===== src/rtl/rect_mover.sv =====
// rect_mover: per-frame rectangle motion engine for the VGA display path.
//
// Moves a W x H rectangle by `speed` pixels on each frame_tick (when move is
// set) in one of four modes: RASTER wrap-around, BOUNCE, MANUAL button
// steering or HOLD. All outputs are registered from the same next-state.
//
// Ports:
//   clk         pixel/system clock
//   rst         synchronous active-high reset
//   frame_tick  one-cycle pulse per frame, the only update instant
//   move        motion enable, sampled with frame_tick
//   mode        00 RASTER, 01 BOUNCE, 10 MANUAL, 11 HOLD
//   speed       pixels per update (0 = no motion)
//   btn_*       MANUAL steering levels
//   borde_izq   left edge x          borde_der   right edge x+W-1
//   borde_up    top edge y           borde_down  bottom edge y+H-1
//   edge_hit    {top,bottom,left,right} contact pulse
//   wrap        RASTER line/frame wrap pulse
module rect_mover #(
    parameter int unsigned H_RES   = 640,
    parameter int unsigned V_RES   = 480,
    parameter int unsigned W       = 100,
    parameter int unsigned H       = 50,
    parameter int unsigned X0      = 0,
    parameter int unsigned Y0      = 100,
    parameter int unsigned COORD_W = 12
) (
    input  logic               clk,
    input  logic               rst,
    input  logic               frame_tick,
    input  logic               move,
    input  logic [1:0]         mode,
    input  logic [3:0]         speed,
    input  logic               btn_left,
    input  logic               btn_right,
    input  logic               btn_up,
    input  logic               btn_down,
    output logic [COORD_W-1:0] borde_izq,
    output logic [COORD_W-1:0] borde_der,
    output logic [COORD_W-1:0] borde_up,
    output logic [COORD_W-1:0] borde_down,
    output logic [3:0]         edge_hit,
    output logic               wrap
);

    localparam int unsigned CW1 = COORD_W + 1;

    localparam logic [COORD_W:0]   XMAX   = CW1'(H_RES - W);
    localparam logic [COORD_W:0]   YMAX   = CW1'(V_RES - H);
    localparam logic [COORD_W-1:0] XSTART = COORD_W'(X0);
    localparam logic [COORD_W-1:0] YSTART = COORD_W'(Y0);
    localparam logic [COORD_W-1:0] WM1    = COORD_W'(W - 1);
    localparam logic [COORD_W-1:0] HM1    = COORD_W'(H - 1);

    localparam logic [1:0] ModeRaster = 2'b00;
    localparam logic [1:0] ModeBounce = 2'b01;
    localparam logic [1:0] ModeManual = 2'b10;
    localparam logic [1:0] ModeHold   = 2'b11;

    // edge_hit bit positions
    localparam int unsigned HitTop    = 3;
    localparam int unsigned HitBottom = 2;
    localparam int unsigned HitLeft   = 1;
    localparam int unsigned HitRight  = 0;

    logic [COORD_W-1:0] x_q, x_d, y_q, y_d;
    logic               dir_x_q, dir_x_d, dir_y_q, dir_y_d;
    logic [COORD_W-1:0] der_q, down_q;
    logic [3:0]         hit_q, hit_d;
    logic               wrap_q, wrap_d;

    logic [COORD_W:0]   x_inc, y_inc, spd_w;
    logic [COORD_W-1:0] x_dec, y_dec;
    logic               x_floor, y_floor;   // a decrement would reach or pass 0

    always_comb begin
        spd_w   = CW1'(speed);
        x_inc   = {1'b0, x_q} + spd_w;
        y_inc   = {1'b0, y_q} + spd_w;
        x_dec   = x_q - COORD_W'(speed);
        y_dec   = y_q - COORD_W'(speed);
        x_floor = ({1'b0, x_q} <= spd_w);
        y_floor = ({1'b0, y_q} <= spd_w);

        x_d     = x_q;
        y_d     = y_q;
        dir_x_d = dir_x_q;
        dir_y_d = dir_y_q;
        hit_d   = 4'b0000;
        wrap_d  = 1'b0;

        if (frame_tick && move) begin
            unique case (mode)
                ModeRaster: begin
                    if (x_inc <= XMAX) begin
                        x_d = x_inc[COORD_W-1:0];
                    end else begin
                        wrap_d = 1'b1;
                        if (y_inc <= YMAX) begin
                            x_d = '0;
                            y_d = y_inc[COORD_W-1:0];
                        end else begin
                            x_d = XSTART;
                            y_d = YSTART;
                        end
                    end
                end

                ModeBounce: begin
                    // Speed 0 must not re-trigger a bounce while parked on a bound.
                    if (speed != 4'd0) begin
                        if (dir_x_q) begin
                            if (x_inc >= XMAX) begin
                                x_d               = XMAX[COORD_W-1:0];
                                dir_x_d           = 1'b0;
                                hit_d[HitRight]   = 1'b1;
                            end else begin
                                x_d = x_inc[COORD_W-1:0];
                            end
                        end else if (x_floor) begin
                            x_d             = '0;
                            dir_x_d         = 1'b1;
                            hit_d[HitLeft]  = 1'b1;
                        end else begin
                            x_d = x_dec;
                        end

                        if (dir_y_q) begin
                            if (y_inc >= YMAX) begin
                                y_d               = YMAX[COORD_W-1:0];
                                dir_y_d           = 1'b0;
                                hit_d[HitBottom]  = 1'b1;
                            end else begin
                                y_d = y_inc[COORD_W-1:0];
                            end
                        end else if (y_floor) begin
                            y_d            = '0;
                            dir_y_d        = 1'b1;
                            hit_d[HitTop]  = 1'b1;
                        end else begin
                            y_d = y_dec;
                        end
                    end
                end

                ModeManual: begin
                    if (speed != 4'd0) begin
                        if (btn_right && !btn_left) begin
                            dir_x_d = 1'b1;
                            if (x_inc >= XMAX) begin
                                x_d             = XMAX[COORD_W-1:0];
                                hit_d[HitRight] = 1'b1;
                            end else begin
                                x_d = x_inc[COORD_W-1:0];
                            end
                        end else if (btn_left && !btn_right) begin
                            dir_x_d = 1'b0;
                            if (x_floor) begin
                                x_d            = '0;
                                hit_d[HitLeft] = 1'b1;
                            end else begin
                                x_d = x_dec;
                            end
                        end

                        if (btn_down && !btn_up) begin
                            dir_y_d = 1'b1;
                            if (y_inc >= YMAX) begin
                                y_d              = YMAX[COORD_W-1:0];
                                hit_d[HitBottom] = 1'b1;
                            end else begin
                                y_d = y_inc[COORD_W-1:0];
                            end
                        end else if (btn_up && !btn_down) begin
                            dir_y_d = 1'b0;
                            if (y_floor) begin
                                y_d           = '0;
                                hit_d[HitTop] = 1'b1;
                            end else begin
                                y_d = y_dec;
                            end
                        end
                    end
                end

                ModeHold: begin
                end

                default: begin
                end
            endcase
        end
    end

    always_ff @(posedge clk) begin
        if (rst) begin
            x_q     <= XSTART;
            y_q     <= YSTART;
            dir_x_q <= 1'b1;
            dir_y_q <= 1'b1;
            der_q   <= XSTART + WM1;
            down_q  <= YSTART + HM1;
            hit_q   <= 4'b0000;
            wrap_q  <= 1'b0;
        end else begin
            x_q     <= x_d;
            y_q     <= y_d;
            dir_x_q <= dir_x_d;
            dir_y_q <= dir_y_d;
            der_q   <= x_d + WM1;
            down_q  <= y_d + HM1;
            hit_q   <= hit_d;
            wrap_q  <= wrap_d;
        end
    end

    assign borde_izq  = x_q;
    assign borde_der  = der_q;
    assign borde_up   = y_q;
    assign borde_down = down_q;
    assign edge_hit   = hit_q;
    assign wrap       = wrap_q;

endmodule


===== config.mk =====
export PLATFORM = sky130hd
export DESIGN_NAME = rect_mover
export DESIGN_NICKNAME = d
export VERILOG_FILES = /design/src/rtl/rect_mover.sv
export SDC_FILE = /design/constraint.sdc
export NUM_CORES = 1
export LEC_CHECK = 0
export ABC_AREA = 1
export CAP_MARGIN = 20
export CORE_MARGIN = 5
export CORE_UTILIZATION = 57
export DETAILED_ROUTE_END_ITERATION = 10
export PLACE_DENSITY = 0.86
export SLEW_MARGIN = 20
export SYNTH_ARGS = -nofsm -noshare
export SYNTH_HDL_FRONTEND = slang
export SYNTH_SLANG_ARGS = --single-unit

===== constraint.sdc =====
create_clock -name clk -period 3.8 [get_ports clk]
set_input_delay 0.38 -clock clk [delete_from_list [all_inputs] [get_ports clk]]
set_output_delay 0.38 -clock clk [all_outputs]
set_load 0.02 [all_outputs]

After elaboration in Yosys (flattened, before gate mapping)
Index checks and enable logic that the tools add are counted.
- flip-flop bits (word level): 55
- latch bits: 0
- memory bits (writable): 0
- bits in read-only memories: 0
- output and inout port bits: 53
- memories kept: 0
- $add $sub $neg: 6
- multipliers: 0
- div/mod/pow operators: 0
- order comparisons: 6
- equal/unequal tests: 6
- shift-type cells: 0
- muxes and demuxes: 53
- bitwise gates (word level): 2
- reductions and logical operators: 16
- operators by type and width (operator ; count):
    $mux 12 ; 19
    $pmux 12 s3 ; 2
    $mux 1 ; 27
    $add 12x4->13 ; 2
    $le 12x4->1 ; 2
    $sub 12x4->12 ; 2
    $ge 13x10->1 const B ; 1
    $ge 13x9->1 const B ; 1
    $le 13x10->1 const B ; 1
    $le 13x9->1 const B ; 1
    $add 12x6->12 const B ; 1
    $add 12x7->12 const B ; 1
    $reduce_and 5->1 ; 2
    $mux 4 ; 2
    $pmux 4 s2 ; 1
    $ne 3x3->1 const B ; 2
    $logic_and 1x1->1 ; 5
    $logic_not 1->1 ; 4
    $ne 2x2->1 const B ; 2
    $pmux 1 s2 ; 2
    $reduce_bool 4->1 ; 1
    $reduce_or 3->1 ; 1
    $eq 2x1->1 const B ; 1
    $eq 2x2->1 const B ; 1
    other kinds (4) ; 5

Depth between registers and ports, before layout
- depth after elaboration: 8
- depth in mapped cells: 28

Worst setup path before layout
No wires, ideal clock.
- path type: register to register
- from: reg y_q[0] (netlist: borde_up[0])
- to: reg down_q[6] (netlist: borde_down[6])
- library setup time: 70 ps
- data arrival time: 3203 ps
- required time: 3730 ps
- slack: 528 ps
- cell stages (with the launch flop): 28
- path buffers: 0
- cells stage by stage: dfxtp_1 ha_1 inv_1 fa_1 inv_1 nand3_1 nand2_2 nand2_1 o21bai_1 nand2_1 nand2_1 nand2_2 nand2_4 nand2_2 nand3_1 nand2_1 nand2_1 nand2_1 nor2_2 inv_1 ha_1 nand2_1 inv_2 nand2_2 nand2_1 nor2_1 o21ai_1 a21oi_1
- word-level cells in the longest chain between the ends: 8
- RTL lines (element ; line ; text):
    start: declaration ; 66 ; logic [COORD_W-1:0] x_q, x_d, y_q, y_d;
    start signal: assignment ; 207 ; y_q <= y_d;
    $add 12x4->13 (tied with other cells) ; 79 ; y_inc = {1'b0, y_q} + spd_w;
    $ge 13x9->1 or $mux 12 (tied branches) ; -- ;
    $mux 12 (on tied branches) ; 129, 168, 174 ;
    $mux 12 (on tied branches) ; 166, 128 ;
    $mux 12 (on tied branches) ; 147, 111 ;
    $pmux 12 s3 ; 93 ; unique case (mode)
    $mux 12 (*) ; 92 ; if (frame_tick && move) begin
    named net y_d[0] ; 66 ;
    $add 12x6->12 (*) ; 211 ; down_q <= y_d + HM1;
    end signal: assignment ; 202 ; down_q <= YSTART + HM1;
    end signal: assignment ; 211 ;
    end: declaration ; 68 ; logic [COORD_W-1:0] der_q, down_q;
Mark *: on every way through the listed nets, which the timed path passes. The rest lies on a longest branch.
A chain may end at the register's enable or synchronous reset.

Final worst setup path
- from: in speed[3]
- to: reg der_q[10] (netlist: borde_der[10])
- word-level cells in the longest chain between the ends: 8
- RTL lines (element ; line ; text):
    start: declaration ; 33 ; input logic [3:0] speed,
    $add 12x4->13 (tied with other cells) ; 78 ; x_inc = {1'b0, x_q} + spd_w;
    $ge 13x10->1 or $mux 12 (tied branches) ; -- ;
    $mux 12 (on tied branches) ; 113, 150, 156 ;
    $mux 12 (on tied branches) ; 148, 112 ;
    $mux 12 (on tied branches) ; 147, 111 ;
    $pmux 12 s3 (*) ; 93 ;
    $mux 12 (*) ; 92 ;
    $add 12x7->12 (*) ; 210 ; der_q <= x_d + WM1;
    end signal: assignment ; 201 ; der_q <= XSTART + WM1;
    end signal: assignment ; 210 ;
    end: declaration ; 68 ;
Mark *: on every way between the ends. The rest lies on a longest branch, timed or not.

==> impl_metrics.py <==
metrics = {
    "grt": {
        "grt_use_total": 0.285,
        "grt_max_degree": 27,
        "grt_pass1_wl_um": 26200,
        "grt_overflow": 0,
        "antenna_found_initial": 0,
        "grt_pass1_vias": 5215,
    },
    "flow_run": {
        "max-cap-violations": 0,
    },
    "clocking": {
        "cts_tree": "done",
        "clock_sinks": 55,
        "worst_skew_pair.late_latency_ns": 0.32,
        "numCtsBuffers": 5,
        "root_buffer": "clkbuf_8",
        "ctsHoldBuffers": 0,
        "clockBufferDepth": 2,
        "path_clk_slew_ns": 0.11,
        "h-tree-depth": 2,
    },
    "yosys": {
        "synth_area_leader_cell": "dfxtp_1",
        "yosysMostFrequentCell": "nand2_1",
        "seq_area_frac_synth": 0.215,
        "syn-num-nets": 901,
        "yosysWarnings": 0,
        "synth_mux_area_frac": 0,
        "synth_edf_count": 0,
        "syn_avg_cell_area_um2": 5.97,
        "synth-main-ff-cell": "dfxtp_1",
        "synth_top_family_by_area": "simple AND/OR/NAND/NOR gates",
        "ys_types": 45,
        "synth_fa_ha_area_frac": 0.0792,
        "synth_xor_area_frac": 0.0154,
        "syn_inst": 857,
        "synthArstFlopShare": 0,
        "synth-seq-cells": 55,
        "syn_area_mm2": 0.00512,
        "synth_area_leaders": "dfxtp_1 (22%), nand2_1 (18%), inv_1 (8.2%)",
        "synth-compound-area-share": 0.136,
        "synthTopCellsByCount": "nand2_1 (248), inv_1 (112), nor2_1 (96)",
        "yosys.area_share.simple": 0.443,
        "netlist.area_leader.share": 0.215,
    },
    "placement": {
        "hpwl_um": 12900,
        "gp_congestion": 0.992,
        "place_inst": 1063,
        "io_buffers": 66,
    },
    "floorplanning": {
        "start_util": 0.587,
        "die-area_mm2": 0.0110,
        "io_pins": 67,
        "rows": 34,
        "die_width_um": 105,
        "core_mm2": 0.00872,
        "die_h_um": 105,
    },
    "setup_path": {
        "startpoint_type": "input pin",
        "worstSetupPathType": "in2reg",
        "path_common_cell": "nand2_1",
        "crit_arrival_ns": 3.77,
        "required_ns": 4.03,
        "cp_max_fo": 7,
        "max_stage_delay_ns": 0.48,
        "slowest_stage": "clkdlybuf4s50_1",
        "crit_path_end_kind": "flop",
    },
    "timing": {
        "slew_headroom": 0.631,
        "setup_tns_ns": 0,
        "clock_skew_ns": 0.0167,
        "slew_violations": 0,
        "finalHoldViolCount": 0,
        "min_period_ns": 3.54,
        "fmaxAchievable_mhz": 282,
        "worstMarginPinSlew_ns": 0.552,
        "holdWs_ns": 0.610,
        "setup_viol": 0,
        "fin_crit_sh": 0.932,
    },
    "route": {
        "drt-vias-per-instance": 5.50,
        "drc": 0,
        "dr.first_iter.drc_count": 681,
        "num_vias": 5910,
        "drt-pass1-iter-count": 8,
        "ant_nets": 0,
        "dr.max_layer_used": "met4",
        "wl_met3_um": 1880,
        "dr_wl_met2_um": 6660,
        "wire_per_inst_um": 15.1,
        "routed_wl_um": 16200,
        "wl_met1_um": 7530,
    },
    "power": {
        "total_power_mw": 1.39,
        "p_leak_nw": 3.16,
        "power.density_mw_per_mm2": 220,
        "max-vdd-ir-drop_uv": 210,
    },
    "cells_and_area": {
        "final_cells": 1075,
        "final_layout_size_suffix_gt1_frac": 0.138,
        "finalNetCount": 1010,
        "area_delta_synth_final_pct": 23.8,
        "diodes": 0,
    },
    "hold_path": {
        "hp-class": "reg2reg",
    },
    "run_status": {
        "status": "complete, no violations",
    },
}
## timing repair
action,4_1_cts,5_1_grt
buffers inserted,0,4
gates resized for setup,0,5
hold endpoints to repair,0,0
endpoints found under the setup margin,0,9
## cells by family (layout without fill, tap and decap cells)
| family | after synthesis | in the layout |
|---|---|---|
| compound gates | 117 | 117 |
| xor+xnor | 9 | 9 |
| flops | 55 | 55 |
| buf+inv | 147 | 257 |
| simple gates | 499 | 499 |
| fa+ha+maj | 30 | 30 |
## power by group
part / switching, mW / internal (mW) / leakage [nW]
sequential: 0.0208 / 0.594 / 0.446
combinational: 0.268 / 0.164 / 2.67
clock: 0.214 / 0.133 / 0.0485
total: 0.503 / 0.891 / 3.16
## routing by layer
| layer | track usage | up-vias |
|---|---|---|
| li1 | - | 2978 |
| met1 | 0.449 | 2594 |
| met2 | 0.413 | 317 |
| met3 | 0.0450 | 21 |
| met4 | 0.0466 | 0 |
| met5 | 0 | - |
## path summary, 6_finish.rpt
| kind | start | to | slack, ns | depth (start not counted) |
|---|---|---|---|---|
| setup / recovery | speed[3] | borde_der[10]$_SDFF_PP0_ | 0.26 | 27 |
| hold / removal | dir_y_q$_SDFFE_PP1P_ | dir_y_q$_SDFFE_PP1P_ | 0.61 | 2 |
| setup reg to reg | borde_izq[3]$_SDFF_PP0_ | borde_der[10]$_SDFF_PP0_ | 0.43 | 25 |
| hold reg to reg | dir_y_q$_SDFFE_PP1P_ | dir_y_q$_SDFFE_PP1P_ | 0.61 | 2 |
## sequential cells by signal, summed over array words and instances (netlist names)
signal / count
dir_y_q: 1
borde_down: 12
dir_x_q: 1
borde_up: 12
borde_izq: 12
edge_hit: 4
wrap: 1
borde_der: 12
## layout make-up
| type | count | area (um2) |
|---|---|---|
| Timing Repair Buffer | 120 | 1070 |
| Inverter | 129 | 488 |
| Clock inverter | 3 | 22.5 |
| Multi-Input combinational cell | 655 | 3450 |
| Sequential cell | 55 | 1100 |
| Fill cell | 781 | 2380 |
| Tap cell | 108 | 135 |
| Clock buffer | 5 | 68.8 |
## critical path: cells and delay by family
kind                     cells  cell delay (ns)
AND/OR/NAND/NOR             20             1.89
buffers and inverters        5             0.95
adder cells (fa/ha/maj)      2             0.54
## cell usage in the layout, fill, tap and decap left out, types with 3 or more instances in the layout
cell             instances
nand2_1                248
ha_1                    25
xor2_1                   6
nor2_2                   9
o21ai_2                  3
a21oi_2                  3
nand4_1                 21
clkbuf_8                 5
clkdlybuf4s50_1         64
fa_1                     4
xnor2_1                  3
o21ai_0                 37
nor2_1                  95
nand3_1                 72
nand2_2                 11
dfxtp_1                 55
nor3_1                  14
inv_1                  111
o21bai_1                 3
nand3_2                 10
o21ai_1                  8
nor2_4                   7
a21oi_1                 36
inv_2                   16
o211ai_1                11
buf_4                   54
a22oi_1                  4
nand2_4                  4
## metrics by stage
step	area, um2	util	worst slack [ns]
finish	6340	0.727	0.259
global route	6340	0.727	-0.0150
CTS	6290	0.722	0.276
detailed placement	6200	0.711	-0.0475
global placement	6200	0.711	0.0453
floorplan	5120	-	0.528
Power figures use the tool's default switching activity.
